==> src/rtl/mux_n_reg_pkg.sv <==
// Shared types and helpers for the registered N-way multiplexer.
package mux_n_reg_pkg;

  localparam int DATA_W = 16;

  typedef enum logic {
    MUX_EMPTY = 1'b0,
    MUX_FULL  = 1'b1
  } mux_state_e;

  function automatic int clog2(input int n);
    int r;
    r = 0;
    while ((1 << r) < n) r = r + 1;
    return r;
  endfunction

  // Select fields never collapse to zero width, even for a single channel.
  function automatic int sel_w(input int n);
    return (clog2(n) < 1) ? 1 : clog2(n);
  endfunction

endpackage

==> src/rtl/mux_n_reg_if.sv <==
// Input-channel and output-stage handshake bundle of mux_n_reg.
interface mux_n_reg_if
  import mux_n_reg_pkg::*;
#(
  parameter int WIDTH = DATA_W,
  parameter int N     = 4,
  localparam int SEL_W = sel_w(N)
);
  logic [N-1:0]       in_valid;
  logic [N*WIDTH-1:0] in_data;
  logic [N-1:0]       in_ready;
  logic               out_valid;
  logic [WIDTH-1:0]   out_data;
  logic [SEL_W-1:0]   out_sel;
  logic               out_ready;

  modport slave (
    input  in_valid, in_data, out_ready,
    output in_ready, out_valid, out_data, out_sel
  );

  modport master (
    output in_valid, in_data, out_ready,
    input  in_ready, out_valid, out_data, out_sel
  );
endinterface

==> src/rtl/mux_rr_arb.sv <==
// Round-robin grant: first valid channel at or after rr_ptr, wrapping to the
// lowest valid channel when nothing at or above the pointer is requesting.
module mux_rr_arb #(
  parameter int N     = 4,
  parameter int SEL_W = 2
) (
  input  logic [N-1:0]     in_valid,
  input  logic [SEL_W-1:0] rr_ptr,
  output logic [SEL_W-1:0] grant,
  output logic             any_valid
);
  logic [SEL_W-1:0] hi_grant;
  logic             hi_found;

  always_comb begin
    grant    = '0;
    hi_grant = '0;
    hi_found = 1'b0;
    for (int i = N - 1; i >= 0; i--) begin
      if (in_valid[i]) grant = SEL_W'(i);
    end
    for (int i = N - 1; i >= 0; i--) begin
      if (in_valid[i] && (SEL_W'(i) >= rr_ptr)) begin
        hi_grant = SEL_W'(i);
        hi_found = 1'b1;
      end
    end
    if (hi_found) grant = hi_grant;
  end

  assign any_valid = |in_valid;
endmodule

==> src/rtl/mux_n_reg.sv <==
// N-input registered multiplexer with valid/ready on every channel and output.
// Define MUXN_RR_EN to add the rr_mode port and a round-robin arbiter.
module mux_n_reg
  import mux_n_reg_pkg::*;
#(
  parameter int WIDTH = DATA_W,
  parameter int N     = 4,
  localparam int SEL_W = sel_w(N)
) (
  input  logic             clk,
  input  logic             rst,
  input  logic [SEL_W-1:0] addr,
`ifdef MUXN_RR_EN
  input  logic             rr_mode,
`endif
  mux_n_reg_if.slave       bus
);
  localparam logic [SEL_W:0]   N_L  = (SEL_W + 1)'(N);
  localparam logic [SEL_W-1:0] LAST = SEL_W'(N - 1);

  mux_state_e       state_q, state_d;
  logic [WIDTH-1:0] data_q, data_d, sel_data;
  logic [SEL_W-1:0] sel_q, sel_d, ch, addr_ch;
  logic             load, ch_ok, xfer;

  assign load    = (state_q == MUX_EMPTY) || bus.out_ready;
  assign addr_ch = (N == 1) ? '0 : addr;

`ifdef MUXN_RR_EN
  logic [SEL_W-1:0] rr_ptr_q, rr_ptr_d, grant;
  logic             any_valid;

  mux_rr_arb #(.N(N), .SEL_W(SEL_W)) u_arb (
    .in_valid  (bus.in_valid),
    .rr_ptr    (rr_ptr_q),
    .grant     (grant),
    .any_valid (any_valid)
  );

  assign ch    = rr_mode ? grant : addr_ch;
  assign ch_ok = rr_mode ? any_valid : ({1'b0, addr_ch} < N_L);

  // Pointer moves only on a round-robin transfer, landing just past the winner.
  always_comb begin
    rr_ptr_d = rr_ptr_q;
    if (rr_mode && xfer) rr_ptr_d = (grant == LAST) ? '0 : grant + 1'b1;
  end

  always_ff @(posedge clk) begin
    if (rst) rr_ptr_q <= '0;
    else     rr_ptr_q <= rr_ptr_d;
  end
`else
  assign ch    = addr_ch;
  assign ch_ok = ({1'b0, addr_ch} < N_L);
`endif

  for (genvar gi = 0; gi < N; gi++) begin : g_ready
    assign bus.in_ready[gi] = load && !rst && ch_ok && (ch == SEL_W'(gi));
  end

  assign xfer = |(bus.in_valid & bus.in_ready);

  always_comb begin
    sel_data = '0;
    for (int i = 0; i < N; i++) begin
      if (ch == SEL_W'(i)) sel_data = bus.in_data[i*WIDTH +: WIDTH];
    end
  end

  // A load with a transfer refills (pass-through when FULL); a load without one drains.
  always_comb begin
    state_d = state_q;
    data_d  = data_q;
    sel_d   = sel_q;
    if (load) begin
      if (xfer) begin
        state_d = MUX_FULL;
        data_d  = sel_data;
        sel_d   = ch;
      end else begin
        state_d = MUX_EMPTY;
      end
    end
  end

  always_ff @(posedge clk) begin
    if (rst) begin
      state_q <= MUX_EMPTY;
      data_q  <= '0;
      sel_q   <= '0;
    end else begin
      state_q <= state_d;
      data_q  <= data_d;
      sel_q   <= sel_d;
    end
  end

  assign bus.out_valid = (state_q == MUX_FULL);
  assign bus.out_data  = data_q;
  assign bus.out_sel   = sel_q;
endmodule

==> src/flat_wrapper.sv <==
// flat-port wrapper written by rule: the top's interface ports become plain ports
module mux_n_reg_flat import mux_n_reg_pkg::*;
#(
  parameter int WIDTH = DATA_W,
  parameter int N     = 4,
  localparam int SEL_W = sel_w(N)
)
  (clk, rst, addr, bus_in_valid, bus_in_data, bus_out_ready, bus_in_ready, bus_out_valid, bus_out_data, bus_out_sel);
  mux_n_reg_if #(.WIDTH(WIDTH), .N(N)) bus_i ();
  input  logic clk;
  input  logic rst;
  input  logic [SEL_W-1:0] addr;
  input wire logic [$bits(bus_i.in_valid)-1:0] bus_in_valid;
  input wire logic [$bits(bus_i.in_data)-1:0] bus_in_data;
  input wire logic [$bits(bus_i.out_ready)-1:0] bus_out_ready;
  output wire logic [$bits(bus_i.in_ready)-1:0] bus_in_ready;
  output wire logic [$bits(bus_i.out_valid)-1:0] bus_out_valid;
  output wire logic [$bits(bus_i.out_data)-1:0] bus_out_data;
  output wire logic [$bits(bus_i.out_sel)-1:0] bus_out_sel;
  assign bus_i.in_valid = bus_in_valid;
  assign bus_i.in_data = bus_in_data;
  assign bus_i.out_ready = bus_out_ready;
  assign bus_in_ready = bus_i.in_ready;
  assign bus_out_valid = bus_i.out_valid;
  assign bus_out_data = bus_i.out_data;
  assign bus_out_sel = bus_i.out_sel;
  mux_n_reg #(.WIDTH(WIDTH), .N(N)) u_core (.clk(clk), .rst(rst), .addr(addr), .bus(bus_i));
endmodule
==> config.mk <==
export PLATFORM = sky130hd
export DESIGN_NAME = mux_n_reg_flat
export DESIGN_NICKNAME = d
export VERILOG_FILES = /design/src/rtl/mux_n_reg_pkg.sv /design/src/rtl/mux_n_reg_if.sv /design/src/rtl/mux_rr_arb.sv /design/src/rtl/mux_n_reg.sv /design/src/flat_wrapper.sv
export SDC_FILE = /design/constraint.sdc
export NUM_CORES = 1
export LEC_CHECK = 0
export CORE_MARGIN = 3
export CORE_UTILIZATION = 34
export CTS_CLUSTER_DIAMETER = 150
export CTS_CLUSTER_SIZE = 40
export DETAILED_ROUTE_END_ITERATION = 8
export GPL_TIMING_DRIVEN = 0
export MAX_ROUTING_LAYER = met4
export PLACE_DENSITY_LB_ADDON = 0.12
export SYNTH_ARGS = -nofsm -noshare
export SYNTH_HDL_FRONTEND = slang
export SYNTH_SLANG_ARGS = --single-unit
==> constraint.sdc <==
create_clock -name clk -period 2.58 [get_ports clk]
set_clock_uncertainty 0.1 [all_clocks]
set_input_delay 0.516 -clock clk [delete_from_list [all_inputs] [get_ports clk]]
set_output_delay 0.516 -clock clk [all_outputs]
set_load 0.01 [all_outputs]
==> results of run 1 <==
[stage by stage]
stage           util  instance area [um2]  cells
2_1_floorplan      -                 1260     99
3_3_place_gp   0.654                 2250    238
3_5_place_dp   0.654                 2250    238
4_1_cts        0.663                 2280    241
5_1_grt        0.664                 2290    241
6_report       0.664                 2290    241
[worst paths after layout]
kind	endpoint	slack (ns)	cells past startpoint
max	bus_in_ready[1]	0.17	5
min	u_core.bus.out_data[12]	0.39	2
max reg2reg	u_core.bus.out_data[11]	1.10	6
min reg2reg	u_core.bus.out_data[12]	0.39	2
[final cells by class]
type | instances | area share
plain buffers | 9 | 0.0443
flip-flops and latches | 19 | 0.166
multi-input cells | 70 | 0.338
repair buffers | 93 | 0.406
clock buffers | 4 | 0.0197
well taps | 46 | 0.0252
[critical path, cell delays in order]
cell and delay [ns]:
clkdlybuf4s50_1 0.47, nor2b_2 0.07, or2_4 0.26, nor3b_1 0.18, dlygate4sd2_1 0.30
[power breakdown]
group	internal, mW	switching [mW]
logic	0.214	0.0969
registers	0.314	0.0100
clock network	0.110	0.0994
total	0.637	0.206
[cells in the final DEF, fill, tap and decap left out, types with 3 or more instances in the layout]
| master | Yosys | layout |
|---|---|---|
| clkdlybuf4s50_1 | 0 | 88 |
| mux2i_1 | 20 | 20 |
| dfxtp_1 | 19 | 19 |
| nor2_1 | 18 | 18 |
| mux4_2 | 11 | 11 |
| mux4_1 | 6 | 6 |
| buf_6 | 4 | 4 |
| clkbuf_8 | 1 | 4 |
| dlygate4sd2_1 | 0 | 4 |
| nor3_1 | 3 | 3 |
| o21ai_1 | 3 | 3 |
[cells by family (layout without fill, tap and decap cells)]
kind of cell,Yosys count,in the layout,share of synthesized area
muxes,37,37,0.480
and+or+nand+nor,27,27,0.107
DFF,19,19,0.302
buffers and inverters,10,106,0.0873
AOI/OAI and AO/OA,6,6,0.0238
[registers in the layout (all words and copies together), names as in the netlist]
name,count
u_core.bus.out_valid,1
u_core.bus.out_sel,2
u_core.bus.out_data,16
[what timing repair did]
item	4_1_cts	5_1_grt
hold endpoints to repair	0	0
endpoints found under the setup margin	4	1
cloned	0	0
resized for setup	5	1
[routing by layer]
layer / part of all wire / vias to the layer above / GRT usage / wire, um
li1: - / 571 / - / -
met1: 0.35 / 557 / 0.188 / 1300
met2: 0.55 / 58 / 0.327 / 2010
met3: 0.074 / 8 / 0.0287 / 272
met4: 0.022 / 0 / 0.0658 / 79
met5: 0 / - / - / 0
==> flow_summary.json, run 1 <==
{
  "startpoint_type": "primary input",
  "synth.area.top_cells": "dfxtp_1 30%, mux4_2 20%, mux2i_1 16%, mux4_1 13%, nor2_1 5.4%",
  "die_area_um2": 4480,
  "fill_cells": 282,
  "io_buffers": 93,
  "postSynth.asyncResetShare": 0,
  "dp_hpwl_um": 3060,
  "synth_top_area_cell": "dfxtp_1",
  "critPathRequiredTime_ns": 1.96,
  "synth_nets": 172,
  "yosys_warnings": 0,
  "preCtsSetupSlack_ns": -0.150,
  "syn_area_per_cell_um2": 12.7,
  "setup_violations": 0,
  "cts_tree": "built",
  "gr-total-overflow": 0,
  "antenna_cells": 0,
  "critical_path_class": "in -> out",
  "routedWlPerCell_um": 15.2,
  "start_util": 0.366,
  "yosys_most_used_dff": "dfxtp_1",
  "max_freq_mhz": 414,
  "clockBufferDepth": 2,
  "insertion_delay_ns": 0.25,
  "drive_gt1_frac": 0.123,
  "final.hold.worst_slack_ns": 0.392,
  "syn_area_um2": 1260,
  "grt.total_usage": 0.177,
  "powerDensity_nw_per_um2": 369,
  "synth-edff-count": 0,
  "synth_cell_types": 19,
  "worstSetupStartpoint": "bus_out_ready",
  "die_h_um": 66.9,
  "antenna_found_initial": 0,
  "cp_max_fo": 6,
  "hp-start": "u_core.bus.out_data[12]",
  "cp-end-kind": "output pin",
  "peakVddDrop_mv": 0.193,
  "maxSlewHeadroom": 0.744,
  "layout_setup_ws_ns": 0.166,
  "numCtsBuffers": 3,
  "rr_startpoint": "u_core.bus.out_valid",
  "gp_congestion": 0.803,
  "multi_input_area_um2": 773,
  "grt_pass1_wl_um": 5770,
  "synth-seq-cells": 19,
  "wirelength_um": 3660,
  "total_power_mw": 0.844,
  "std_cell_rows": 21,
  "grt_pass1_vias": 1276,
  "area_growth_syn_to_layout_pct": 81.2,
  "worstMarginPinSlew_ns": 0.384,
  "vias": 1194,
  "slew_violations": 0,
  "fin_nets": 269,
  "yosys-top-cells-count": "20 x mux2i_1, 19 x dfxtp_1, 18 x nor2_1",
  "synth_top_cell_area_share": 0.302,
  "cts_htree_levels": 1,
  "grt_max_degree": 16,
  "yosysMostFrequentCell": "mux2i_1",
  "fp.coreArea_um2": 3440,
  "drc": 0,
  "cts_sinks": 19,
  "fin_crit_ns": 2.41,
  "syn_inst": 99,
  "hold_viol_final": 0,
  "hold_buffers": 0,
  "fin_crit_sh": 0.936,
  "seqCellArea_um2": 380,
  "vias_per_cell": 4.95,
  "postCtsSetupRepairBufs": 0,
  "p_leak_nw": 0.885,
  "clk_pin_slew_worst_paths_ns": 0.07,
  "design.portCount": 96,
  "dr.first_iter.drc_count": 63,
  "hold_path.class": "reg -> reg",
  "synth_seq_area_share": 0.302,
  "drtPass1Iterations": 4,
  "finalSetupTns_ns": 0,
  "die_w_um": 66.9,
  "rsz0062_at_grt": "no",
  "critical_path_arrival_ns": 1.80,
  "status": "finished, final reports clean",
  "clockRootBuffer": "clkbuf_8",
  "cap_violations": 0,
  "ant_nets": 0
}
(Power assumes the default switching activity.)
==> run 2: changes to the inputs <==
- CORE_MARGIN: 3 -> 5
==> run 2 against run 1 <==
Effect of this change:
- via count shrank 0.75%
- count of clock-buffer cells in the layout fell by 1
- total power is 0.38% lower
- sequential share of layout area hardly changed
- register-to-register slack about the same
- critical path depth is 1 lower
==> flow_summary.json, run 2 (same netlist as run 1, synthesis figures left out) <==
{
  "grt.total_usage": 0.152,
  "setup_violations": 0,
  "fin_crit_sh": 0.942,
  "intPower_mw": 0.635,
  "peakVddDrop_mv": 0.199,
  "grt_pass1_wl_um": 5960,
  "hold_buffers": 0,
  "cap_violations": 0,
  "startpoint_type": "primary input",
  "final_cell_mix": "89 x clkdlybuf4s50_1, 20 x mux2i_1, 19 x dfxtp_1, 18 x nor2_1, 11 x mux4_2",
  "insertion_delay_ns": 0.25,
  "worstHoldPathCells": 2,
  "gr-total-overflow": 0,
  "clockRootBuffer": "clkbuf_8",
  "antenna_cells": 0,
  "antenna_found_initial": 0,
  "drive_gt1_frac": 0.128,
  "powerDensity_nw_per_um2": 367,
  "preCtsSetupSlack_ns": -0.155,
  "hold_viol_final": 0,
  "maxSlewHeadroom": 0.743,
  "seqPwrFrac": 0.386,
  "final_util": 0.631,
  "drc": 0,
  "wl_met2_um": 1970,
  "wl_met1_um": 1490,
  "grt_pass1_vias": 1291,
  "met3_length_um": 201,
  "fin_nets": 269,
  "total_power_mw": 0.841,
  "critPathRequiredTime_ns": 1.96,
  "hold_path.class": "reg -> reg",
  "top_layer": "met4",
  "cp-end-kind": "output pin",
  "status": "finished, final reports clean",
  "clk_pin_slew_worst_paths_ns": 0.07,
  "io_buffers": 93,
  "layout_commonest_cell": "clkdlybuf4s50_1",
  "fill_cells": 309,
  "p_clk_frac": 0.245,
  "clockBufferDepth": 2,
  "grt_max_degree": 16,
  "start_util": 0.347,
  "cts_htree_levels": 1,
  "dp_hpwl_um": 3130,
  "drtPass1Iterations": 4,
  "reg2reg_depth": 6,
  "worstSetupStartpoint": "rst",
  "critical_path_arrival_ns": 1.81,
  "combPwrFrac": 0.369,
  "rr_startpoint": "u_core.bus.out_valid",
  "worstMarginPinSlew_ns": 0.385,
  "cp_max_fo": 6,
  "finalSetupTns_ns": 0,
  "wirelength_um": 3690,
  "die_h_um": 70.9,
  "routedWlPerCell_um": 15.2,
  "dr.first_iter.drc_count": 42,
  "fin_crit_ns": 2.43,
  "ant_nets": 0,
  "p_leak_nw": 0.886,
  "p_sw_frac": 0.244,
  "fp.coreArea_um2": 3630,
  "critical_path_class": "in -> out",
  "die_area_um2": 5030,
  "hp-start": "u_core.bus.out_data[4]",
  "numCtsBuffers": 3,
  "cts_tree": "built",
  "gp_congestion": 0.832,
  "largest_reg_flops": 16,
  "area_growth_syn_to_layout_pct": 81.6,
  "multi_input_area_um2": 773,
  "std_cell_rows": 22,
  "cts_sinks": 19,
  "seqCellArea_um2": 380,
  "net-switching-power_mw": 0.205,
  "layout_setup_ws_ns": 0.150,
  "rsz0062_at_grt": "no",
  "die_w_um": 70.9,
  "max_freq_mhz": 412,
  "final.hold.worst_slack_ns": 0.394,
  "vias": 1185,
  "slew_violations": 0,
  "vias_per_cell": 4.88,
  "design.portCount": 96
}
## run 2: critical path, cell delays in order
cell	delay, ns
clkdlybuf4s50_1	0.51
or2_4	0.31
nor3b_1	0.19
dlygate4sd2_1	0.29
## run 2: area by class of cell
type / instances / area share
timing repair buffer: 93 / 0.406
multi-input combinational: 70 / 0.338
sequential: 19 / 0.166
buffer: 9 / 0.0442
tap: 48 / 0.0262
clock buffer: 3 / 0.0180
clock inverter: 1 / 0.00218
## run 2: path summary, 6_finish.rpt
check	to	slack, ns
setup / recovery	bus_in_ready[2]	0.15
hold / removal	u_core.bus.out_data[4]	0.39
setup reg to reg	u_core.bus.out_data[7]	1.10
hold reg to reg	u_core.bus.out_data[4]	0.39
## run 2: metrics by stage
stage,cells,cell area [um2]
2_1_floorplan,99,1260
3_3_place_gp,240,2250
3_5_place_dp,240,2250
4_1_cts,243,2290
5_1_grt,243,2290
6_report,243,2290
## run 2: repair_timing
item	in CTS	in global routing
gates resized for setup	4	1
setup buffers	0	0
pin swaps	0	1
endpoints found under the setup margin	4	1
## run 2: power groups by stage
stage	clock network, mW	registers [mW]	logic [mW]
6_report	0.206	0.324	0.310
5_1_grt	0.234	0.327	0.332
4_1_cts	0.215	0.324	0.315
3_5_place_dp	0	0.331	0.315
3_3_place_gp	0	0.330	0.308
2_1_floorplan	0	0.341	0.131
## run 2: metal layers
metal / up-vias / track usage
li1: 570 / -
met1: 560 / 0.176
met2: 53 / 0.271
met3: 2 / 0.0256
met4: 0 / 0.0438
met5: - / -
